## src/rtl/disp_page_mux_pkg.sv

```systemverilog
// Shared page indices, widths and defaults for the display-page sequencer.
package disp_page_mux_pkg;

    localparam int unsigned PAGE_W    = 2;
    localparam int unsigned SEC_CNT_W = 8;
    localparam logic [3:0]  SEP_DEFAULT = 4'hF;

    typedef enum logic [PAGE_W-1:0] {
        P_TIME = 2'd0,
        P_DATE = 2'd1,
        P_WEEK = 2'd2
    } page_e;

endpackage

```

## src/rtl/disp_page_mux_sec_tick_gen.sv

```systemverilog
// Free-running divider producing a one-cycle pulse once every CLK_FREQ clocks.
module sec_tick_gen #(
    parameter int unsigned CLK_FREQ = 50_000_000
) (
    input  logic clk,
    input  logic rstn,
    output logic sec_tick
);

    localparam int unsigned CNT_W = (CLK_FREQ > 1) ? $clog2(CLK_FREQ) : 1;
    localparam logic [CNT_W-1:0] TERM = CNT_W'(CLK_FREQ - 1);

    logic [CNT_W-1:0] cnt;

    always_ff @(posedge clk or negedge rstn) begin
        if (!rstn) begin
            cnt <= '0;
        end else if (cnt == TERM) begin
            cnt <= '0;
        end else begin
            cnt <= cnt + CNT_W'(1);
        end
    end

    assign sec_tick = (cnt == TERM);

endmodule

```

## src/rtl/disp_page_mux.sv

```systemverilog
// Display-page sequencer: snapshots RTC time/date, rotates TIME/DATE/WEEK pages,
// and blanks the display with separators when RTC reads stop arriving.
module disp_page_mux
    import disp_page_mux_pkg::*;
#(
    parameter int unsigned CLK_FREQ  = 50_000_000,
    parameter int unsigned NUM_PAGES = 3,
    parameter int unsigned DWELL_S   = 5,
    parameter int unsigned STALE_S   = 3,
    parameter logic [3:0]  SEP_CODE  = SEP_DEFAULT,
    parameter logic [7:0]  CENTURY   = 8'h20
) (
    input  logic        clk,
    input  logic        rstn,
    input  logic        key_flag,
    input  logic        auto_en,
    input  logic        read_done,
    input  logic [23:0] time_data,
    input  logic [31:0] date_data,
    output logic [31:0] disp_data,
    output logic [1:0]  page,
    output logic        stale
);

    localparam logic [SEC_CNT_W-1:0] DWELL_LAST = SEC_CNT_W'(DWELL_S - 1);
    localparam logic [SEC_CNT_W-1:0] STALE_MAX  = SEC_CNT_W'(STALE_S);
    localparam page_e LAST_PAGE = (NUM_PAGES == 2) ? P_DATE : P_WEEK;

    logic                 sec_tick;
    logic                 dwell_exp;
    logic                 advance;
    logic [SEC_CNT_W-1:0] dwell_cnt;
    logic [SEC_CNT_W-1:0] stale_cnt;
    logic                 stale_q;
    logic [23:0]          snap_time;
    logic [31:0]          snap_date;
    logic [31:0]          fmt_data;
    logic [31:0]          disp_q;
    logic                 unused_date_pad;
    page_e                page_q;
    page_e                page_d;

    sec_tick_gen #(.CLK_FREQ(CLK_FREQ)) u_sec_tick_gen (
        .clk      (clk),
        .rstn     (rstn),
        .sec_tick (sec_tick)
    );

    // Key and dwell expiry are OR-ed so a coincident pair yields a single step.
    assign dwell_exp = auto_en && sec_tick && (dwell_cnt == DWELL_LAST);
    assign advance   = key_flag || dwell_exp;

    always_ff @(posedge clk or negedge rstn) begin
        if (!rstn) begin
            page_q <= P_TIME;
        end else begin
            page_q <= page_d;
        end
    end

    always_comb begin
        page_d = page_q;
        if (advance) begin
            case (page_q)
                P_TIME:  page_d = P_DATE;
                P_DATE:  page_d = (LAST_PAGE == P_DATE) ? P_TIME : P_WEEK;
                default: page_d = P_TIME;
            endcase
        end
    end

    always_ff @(posedge clk or negedge rstn) begin
        if (!rstn) begin
            dwell_cnt <= '0;
        end else if (!auto_en || advance) begin
            dwell_cnt <= '0;
        end else if (sec_tick) begin
            dwell_cnt <= dwell_cnt + SEC_CNT_W'(1);
        end
    end

    always_ff @(posedge clk or negedge rstn) begin
        if (!rstn) begin
            stale_cnt <= '0;
            stale_q   <= 1'b1;
        end else if (read_done) begin
            stale_cnt <= '0;
            stale_q   <= 1'b0;
        end else if (sec_tick && (stale_cnt != STALE_MAX)) begin
            stale_cnt <= stale_cnt + SEC_CNT_W'(1);
            if (stale_cnt + SEC_CNT_W'(1) == STALE_MAX) begin
                stale_q <= 1'b1;
            end
        end
    end

    always_ff @(posedge clk or negedge rstn) begin
        if (!rstn) begin
            snap_time <= '0;
            snap_date <= '0;
        end else if (read_done) begin
            snap_time <= time_data;
            snap_date <= date_data;
        end
    end

    always_comb begin
        fmt_data = {8{SEP_CODE}};
        case (page_q)
            P_TIME: fmt_data = {snap_time[23:16], SEP_CODE, snap_time[15:8], SEP_CODE,
                                snap_time[7:0]};
            P_DATE: fmt_data = {CENTURY, snap_date[31:24], snap_date[23:16], snap_date[15:8]};
            P_WEEK: fmt_data = {SEP_CODE, SEP_CODE, SEP_CODE, snap_date[3:0],
                                SEP_CODE, SEP_CODE, snap_time[7:0]};
            default: fmt_data = {8{SEP_CODE}};
        endcase
    end

    always_ff @(posedge clk or negedge rstn) begin
        if (!rstn) begin
            disp_q <= {8{SEP_CODE}};
        end else begin
            disp_q <= stale_q ? {8{SEP_CODE}} : fmt_data;
        end
    end

    assign unused_date_pad = ^snap_date[7:4];

    assign disp_data = disp_q;
    assign page      = page_q;
    assign stale     = stale_q;

endmodule

```

## config.mk

```make
export PLATFORM = sky130hd
export DESIGN_NAME = disp_page_mux
export DESIGN_NICKNAME = d
export VERILOG_FILES = /design/src/rtl/disp_page_mux_pkg.sv /design/src/rtl/disp_page_mux_sec_tick_gen.sv /design/src/rtl/disp_page_mux.sv
export SDC_FILE = /design/constraint.sdc
export NUM_CORES = 1
export LEC_CHECK = 0
export ABC_AREA = 1
export CORE_MARGIN = 2
export CORE_UTILIZATION = 25
export DETAILED_ROUTE_END_ITERATION = 12
export PLACE_DENSITY = 0.45
export SYNTH_ARGS = -nofsm -noshare
export SYNTH_HDL_FRONTEND = slang
export SYNTH_SLANG_ARGS = --single-unit
```

## constraint.sdc

```tcl
create_clock -name clk -period 4.24 [get_ports clk]
set_input_delay 1.272 -clock clk [delete_from_list [all_inputs] [get_ports clk]]
set_output_delay 1.272 -clock clk [all_outputs]
set_load 0.02 [all_outputs]
```

==> results of run 1 <==
placed cells by master, fill, tap and decap left out, types with 17 or more instances in the layout:
master / count
a21oi_1: 19
clkbuf_16: 17
clkdlybuf4s50_1: 89
dfrtp_1: 96
dfstp_2: 33
inv_1: 92
nand2_1: 163
nand3_1: 28
nor2_1: 62
o21ai_0: 71
registers in the layout (all words and copies together) (netlist names):
| name | flops |
|---|---|
| disp_data | 32 |
| snap_date | 28 |
| u_sec_tick_gen.cnt | 26 |
| snap_time | 24 |
| dwell_cnt | 8 |
| stale_cnt | 8 |
| page | 2 |
| stale | 1 |
synthesized netlist by cell type, types with 2 or more instances:
library cell,n
nand2_1,163
dfrtp_1,96
inv_1,92
o21ai_0,71
nor2_1,62
dfstp_2,33
nand3_1,28
a21oi_1,19
xor2_1,15
clkbuf_1,14
ha_1,10
nand4_1,10
nor3_1,10
nand2_2,8
nor2_4,6
xnor2_1,5
inv_2,4
o2111ai_1,4
o221ai_1,4
nor2_2,3
buf_1,2
nand3_2,2
routing by layer:
metal,wire length (um),global-route usage,share of wire,vias up
li1,-,-,-,2321
met1,7010,0.173,0.49,2125
met2,6610,0.190,0.46,73
met3,510,0.0226,0.036,11
met4,194,0.0442,0.014,0
met5,0,0,0,-
cell families after synthesis:
kind of cell,after synthesis,synth area share
AO/OA/AOI/OAI,105,0.0974
XOR/XNOR,20,0.0298
adder cells (fa/ha/maj),10,0.0213
buffers and inverters,115,0.0754
flip-flops,129,0.557
AND/OR/NAND/NOR,295,0.219
power groups by stage:
stage,Clock [mW],Combinational [mW],Sequential (mW)
after floorplan,0,0.286,1.83
after global placement,0,1.01,1.63
after detailed placement,0,1.01,1.63
after CTS,1.52,1.01,1.61
after global routing,1.58,1.09,1.63
final,1.47,0.988,1.61
through the flow:
step                std cells  hold slack [ns]
floorplan                 674            0.442
global placement         1069            0.457
detailed placement       1069            0.459
CTS                      1101            0.473
global route             1101            0.487
finish                   1101            0.472
layout make-up:
cell class,count,area (um^2),share of cell area
clock buffer,18,429,0.0556
timing repair buffer,94,942,0.122
inverter,97,364,0.0472
sequential,129,3270,0.423
tap,319,399,0.0517
multi-input combinational,430,2160,0.280
clock inverter,14,158,0.0204
path summary, 6_finish.rpt:
path / startpoint / to / cells after the start
setup / recovery: stale / stale / 1
hold / removal: snap_date[3] / snap_date[3] / 2
max in group asynchronous: rstn / disp_data[18] / 2
hold reg to reg: snap_date[3] / snap_date[3] / 2
setup reg to reg: page[0] / disp_data[22] / 5
min in group asynchronous: rstn / u_sec_tick_gen.cnt[18] / 1
==> impl_metrics.json, run 1 <==
{
  "tns_ns": 0,
  "critPathMaxFanout": 3,
  "wirelength_mm": 14.3,
  "die_h_um": 157,
  "syn_inst": 674,
  "drv_slew": 0,
  "post_cts_resized": 0,
  "ys_seq_area_frac": 0.557,
  "synthFlopType": "dfrtp_1",
  "cts-buffers-inserted": 17,
  "pwr-share-comb": 0.243,
  "synth.ff_latch_count": 129,
  "seq_power_share": 0.395,
  "worstPathArrival_ns": 1.58,
  "synth_edf_count": 0,
  "antenna_found_initial": 0,
  "track_usage": 0.124,
  "setup_ws_ns": 1.39,
  "vias": 4530,
  "worst_path_max_delay_cell": "clkdlybuf4s50_1",
  "ant_nets": 0,
  "dieArea_mm2": 0.0247,
  "gp_congestion": 0.785,
  "final_nets": 840,
  "power.leakage_nw": 3.52,
  "placed_cell_area_mm2": 0.00713,
  "grt_max_degree": 93,
  "rsz0062_at_grt": "false",
  "clock_power_share": 0.362,
  "viasPerCell": 4.11,
  "crit_buf_inv": 1,
  "io_buffer_count": 91,
  "h-tree-depth": 4,
  "critPathTopFamily": "buffers and inverters",
  "cp-end-kind": "output port",
  "wire_per_inst_um": 13.0,
  "critPathMaxStageDelay_ns": 0.62,
  "clockBufferDepth": 2,
  "startpoint_type": "flip-flop",
  "layout-drive-gt1-share": 0.120,
  "clk_pin_slew_ns": 0.06,
  "dr.pass1.iters": 4,
  "synth.distinct_cells": 35,
  "required_ns": 2.97,
  "dp_slack_ns": 1.43,
  "drt-initial-drc-count": 196,
  "cts_tree": "built",
  "final_area_mm2": 0.00772,
  "cts_root_buf": "clkbuf_16",
  "total_power_mw": 4.06,
  "timing.slew.headroom": 0.412,
  "vdd_drop_max_uv": 253,
  "cap_violations": 0,
  "clock-sinks": 129,
  "grt_pass1_vias": 4490,
  "hold_buffers": 0,
  "yosys.area.top_type_share": 0.409,
  "antennaDiodeCount": 0,
  "p_sw_frac": 0.304,
  "switchingPower_mw": 1.24,
  "fin_crit_ns": 2.85,
  "die_w_um": 157,
  "syn_avg_cell_area_um2": 8.71,
  "synthesis.area_mm2": 0.00587,
  "start_util": 0.252,
  "num_io_pins": 96,
  "insertion_delay_ns": 0.42,
  "final_util": 0.332,
  "core_mm2": 0.0233,
  "synth_nets": 745,
  "rows": 56,
  "path_cells": "clkdlybuf4s50_1",
  "status": "finished, final reports clean",
  "critPathKind": "flip-flop to output port",
  "reg2reg_setup_slack_ns": 1.85,
  "power.density_mw_per_mm2": 526,
  "ys_top_cells_by_area": "dfrtp_1 41%, dfstp_2 15%, nand2_1 10%, o21ai_0 6.1%, inv_1 5.9%",
  "dpl.hpwl_mm": 9.88,
  "async_flop_share": 1.00,
  "finalSetupViolCount": 0,
  "worst_pin_slew_ns": 0.875,
  "cts_setup_buffers": 0,
  "nFillCells": 2497,
  "yosysWarningCount": 0,
  "areaGrowthSynthToFinish_pct": 31.5,
  "synth.largest_area_cell": "dfrtp_1",
  "drcViolationCount": 0,
  "fin_crit_sh": 0.673,
  "grt_pass1_wl_mm": 23.8,
  "clock_skew_ns": 0.00923,
  "min_path_type": "flip-flop to flip-flop",
  "grt_overflow_total": 0,
  "intPower_mw": 2.83,
  "fmax_ghz": 0.351,
  "hold_viol": 0
}
Power figures use the tool's default switching activity.
==> run 2, diff against run 1 <==
Settings changed: PLACE_DENSITY 0.45 to 0.47.
Clock period 4.24 ns to 2.4 ns, I/O delays scaled along.
==> impl_metrics.json, run 2 (synthesized netlist as in run 1, its figures left out) <==
{
  "startpoint_type": "flip-flop",
  "cap_violations": 0,
  "vdd_drop_max_uv": 474,
  "start_util": 0.252,
  "die_h_um": 157,
  "largest_reg_flops": 32,
  "min_path_type": "input port to async pin",
  "reg2reg_setup_slack_ns": 0.51,
  "track_usage": 0.122,
  "worst_pin_slew_ns": 0.598,
  "h-tree-depth": 4,
  "wire_per_inst_um": 13.0,
  "critPathMaxStageDelay_ns": 0.65,
  "grt_pass1_wl_mm": 23.4,
  "die_w_um": 157,
  "viasPerCell": 4.14,
  "dr.pass1.iters": 4,
  "register_area_mm2": 0.00327,
  "rsz0062_at_grt": "false",
  "drt-initial-drc-count": 189,
  "status": "finished, final reports clean",
  "power.density_mw_per_mm2": 938,
  "power.leakage_nw": 3.59,
  "timing.rr.start": "u_sec_tick_gen.cnt[0]",
  "pwr-share-comb": 0.243,
  "grt_max_degree": 93,
  "critPathMaxFanout": 3,
  "post_cts_resized": 0,
  "timing.slew.headroom": 0.601,
  "rows": 56,
  "antenna_found_initial": 1,
  "layout-drive-gt1-share": 0.131,
  "tns_ns": 0,
  "clock-sinks": 129,
  "hold_ws_ns": 0.256,
  "io_buffer_count": 91,
  "r2r-end": "dwell_cnt[4]",
  "required_ns": 1.68,
  "layout_common_cells": "163 x nand2_1, 96 x dfrtp_1, 92 x inv_1, 89 x clkdlybuf4s50_1, 71 x o21ai_0",
  "final_nets": 849,
  "num_io_pins": 96,
  "fmax_ghz": 0.428,
  "path_cells": "clkdlybuf4s50_1",
  "critPathKind": "flip-flop to output port",
  "r2r_cells": 10,
  "hold_viol": 0,
  "dieArea_mm2": 0.0247,
  "critPathTopFamily": "buffers and inverters",
  "critPathLaunch": "stale",
  "multiInputGateArea_mm2": 0.00216,
  "final_util": 0.338,
  "dpl.hpwl_mm": 10.5,
  "worst_path_max_delay_cell": "clkdlybuf4s50_1",
  "switchingPower_mw": 2.17,
  "drv_slew": 0,
  "seq_power_share": 0.385,
  "cts_root_buf": "clkbuf_16",
  "worstPathArrival_ns": 1.62,
  "grt_overflow_total": 0,
  "p_sw_frac": 0.294,
  "finalSetupViolCount": 0,
  "nFillCells": 2462,
  "ant_nets": 0,
  "wirelength_mm": 14.5,
  "cts-buffers-inserted": 17,
  "vias": 4604,
  "cts_tree": "built",
  "clk_pin_slew_ns": 0.06,
  "cts_setup_buffers": 0,
  "hold_buffers": 0,
  "fin_crit_sh": 0.974,
  "clock_power_share": 0.372,
  "mostFrequentLayoutCell": "nand2_1",
  "clock_skew_ns": 0.0110,
  "areaGrowthSynthToFinish_pct": 33.7,
  "grt_pass1_vias": 4589,
  "gp_congestion": 0.763,
  "fin_crit_ns": 2.34,
  "clockBufferDepth": 2,
  "crit_buf_inv": 1,
  "insertion_delay_ns": 0.42,
  "core_mm2": 0.0233,
  "cp-end-kind": "output port",
  "intPower_mw": 5.20,
  "drcViolationCount": 0
}
==> run 2: changes by cell type in the layout (fill, tap and decap cells not counted) <==
cell and change:
buf_12 +2, buf_4 +8, buf_6 -1, bufinv_16 +1
clkbuf_1 -1, clkbuf_8 +2, clkinv_2 -1, clkinv_4 -2
diode_2 +1, inv_6 +1
==> run 2: per-stage QoR <==
| step | power, mW | cells | cell area, um^2 | worst slack, ns |
|---|---|---|---|---|
| after floorplan | 3.74 | 674 | 5870 | 0.766 |
| after global placement | 4.70 | 1078 | 7220 | 0.388 |
| after detailed placement | 4.70 | 1078 | 7220 | 0.382 |
| after CTS | 7.49 | 1110 | 7850 | 0.0384 |
| after global routing | 7.74 | 1110 | 7850 | 0.0309 |
| final | 7.36 | 1111 | 7850 | 0.0617 |
==> run 2: how the worst max path moves through the flow <==
stage,end,slack [ns],cells past startpoint
floorplan,disp_data[0],0.77,6
global placement,page[1],0.39,6
detailed placement,page[1],0.38,6
CTS,stale,0.04,1
global route,stale,0.03,1
finish,stale,0.06,1
==> run 2: cell type report <==
class,instances,share of cell area
well taps,319,0.0508
inverters,97,0.0464
flip-flops and latches,129,0.416
repair buffers,103,0.131
multi-input cells,430,0.275
clock inverters,13,0.0221
clock buffers,19,0.0577
diodes,1,0.000319
==> run 2: routing by layer <==
metal / track usage / part of all wire / vias up / wire length (um)
li1: - / - / 2335 / -
met1: 0.165 / 0.49 / 2191 / 7080
met2: 0.190 / 0.47 / 67 / 6730
met3: 0.0300 / 0.034 / 11 / 493
met4: 0.0394 / 0.011 / 0 / 158
met5: 0 / 0 / - / 0
==> run 2: power by group through the flow <==
stage | clock network (mW) | logic (mW) | registers (mW)
3_5_place_dp | 0 | 1.82 | 2.88
6_report | 2.74 | 1.79 | 2.83
2_1_floorplan | 0 | 0.506 | 3.24
3_3_place_gp | 0 | 1.82 | 2.87
4_1_cts | 2.82 | 1.83 | 2.84
5_1_grt | 2.91 | 1.96 | 2.88
==> run 3, diff against run 2 <==
Settings changed: PLACE_DENSITY 0.47 to 0.45, SLEW_MARGIN set to 20.
Clock period 2.4 ns to 3 ns, I/O delays scaled along.
==> impl_metrics.json, run 3 (synthesized netlist as in run 1, its figures left out) <==
{
  "status": "finished, final reports clean",
  "crit_buf_inv": 1,
  "dr.pass1.iters": 5,
  "worstPathArrival_ns": 1.59,
  "worst_path_max_delay_cell": "clkdlybuf4s50_1",
  "drt-initial-drc-count": 305,
  "hold_buffers": 0,
  "finalSetupViolCount": 0,
  "clockBufferDepth": 2,
  "fin_crit_ns": 2.49,
  "cts_tree": "built",
  "r2r-end": "disp_data[26]",
  "ant_nets": 0,
  "vias": 4596,
  "die_h_um": 157,
  "antenna_found_initial": 0,
  "clock_power_share": 0.365,
  "pwr-share-comb": 0.245,
  "timing.slew.headroom": 0.547,
  "antennaDiodeCount": 0,
  "core_mm2": 0.0233,
  "required_ns": 2.10,
  "insertion_delay_ns": 0.42,
  "cap_violations": 0,
  "grt_pass1_wl_mm": 23.8,
  "rows": 56,
  "critPathMaxFanout": 3,
  "startpoint_type": "flip-flop",
  "total_power_mw": 5.81,
  "switchingPower_mw": 1.79,
  "post_cts_resized": 0,
  "clock_skew_ns": 0.0109,
  "io_buffer_count": 91,
  "areaGrowthSynthToFinish_pct": 32.2,
  "power.leakage_nw": 3.54,
  "cts_setup_buffers": 0,
  "layout_common_cells": "163 x nand2_1, 96 x dfrtp_1, 92 x inv_1, 89 x clkdlybuf4s50_1, 71 x o21ai_0",
  "cts-buffers-inserted": 17,
  "critPathKind": "flip-flop to output port",
  "intPower_mw": 4.03,
  "critPathMaxStageDelay_ns": 0.63,
  "min_path_type": "input port to async pin",
  "tns_ns": 0,
  "timing.rr.start": "page[0]",
  "cts_root_buf": "clkbuf_16",
  "wire_per_inst_um": 13.2,
  "drcViolationCount": 0,
  "largest_reg_flops": 32,
  "viasPerCell": 4.16,
  "clock-sinks": 129,
  "layout-drive-gt1-share": 0.125,
  "mostFrequentLayoutCell": "nand2_1",
  "track_usage": 0.124,
  "worst_pin_slew_ns": 0.679,
  "clk_pin_slew_ns": 0.06,
  "die_w_um": 157,
  "fin_crit_sh": 0.828,
  "gp_congestion": 0.782,
  "power.density_mw_per_mm2": 749,
  "seq_power_share": 0.390,
  "drv_slew": 0,
  "critPathTopFamily": "buffers and inverters",
  "grt_pass1_vias": 4410,
  "nFillCells": 2466,
  "path_cells": "clkdlybuf4s50_1",
  "r2r_cells": 5,
  "cp-end-kind": "output port",
  "p_sw_frac": 0.308,
  "hold_viol": 0,
  "dpl.hpwl_mm": 10.4,
  "dieArea_mm2": 0.0247,
  "num_io_pins": 96,
  "reg2reg_setup_slack_ns": 0.81,
  "vdd_drop_max_uv": 357,
  "grt_max_degree": 54,
  "h-tree-depth": 4,
  "start_util": 0.252,
  "fmax_ghz": 0.402,
  "final_nets": 844,
  "wirelength_mm": 14.6,
  "rsz0062_at_grt": "false",
  "grt_overflow_total": 0
}
run 3: cell types whose count changed in the layout (fill, tap and decap cells not counted), sizes merged:
cell	before	now
inv	101	104
clkinv	4	2
clkbuf	19	18
bufinv	3	2
diode	1	0
buf	14	9
clkinvlp	2	3
run 3: worst max path at each step:
stage	cells after the start	start	slack (ns)	endpoint
global route	1	stale	0.47	stale
CTS	1	stale	0.48	stale
finish	1	stale	0.51	stale
floorplan	5	read_done	1.23	stale_cnt[1]
detailed placement	8	auto_en	0.62	dwell_cnt[6]
global placement	8	auto_en	0.64	dwell_cnt[7]
run 3: power groups by stage:
stage	sequential, mW	clock (mW)	combinational, mW
6_report	2.27	2.12	1.42
2_1_floorplan	2.59	0	0.405
5_1_grt	2.30	2.27	1.56
3_3_place_gp	2.30	0	1.44
3_5_place_dp	2.30	0	1.45
4_1_cts	2.27	2.17	1.45
run 3: per-layer routing:
layer  wire [um]  track usage  vias to the layer above
met2        6630        0.184                       88
met3         541       0.0306                        9
li1            -            -                     2327
met1        7330        0.178                     2172
met5           0            0                        -
met4         142       0.0338                        0
run 3: per-stage QoR:
| step | hold WS (ns) | setup slack [ns] | cells | instance area [um^2] | utilization |
|---|---|---|---|---|---|
| final | 0.436 | 0.515 | 1105 | 7760 | 0.334 |
| after CTS | 0.448 | 0.483 | 1105 | 7760 | 0.334 |
| after global placement | 0.456 | 0.635 | 1073 | 7160 | 0.308 |
| after detailed placement | 0.458 | 0.615 | 1073 | 7160 | 0.308 |
| after global routing | 0.459 | 0.465 | 1105 | 7760 | 0.334 |
| after floorplan | 0.442 | 1.23 | 674 | 5870 | - |
run 3: layout make-up:
cell class                      count  area, um^2  share of cell area
Clock buffer                       18         429              0.0553
Tap cell                          319         399              0.0514
Inverter                           97         364              0.0469
Clock inverter                     14         169              0.0218
Multi-Input combinational cell    430        2160               0.278
Timing Repair Buffer               98         972               0.125
Sequential cell                   129        3270               0.421
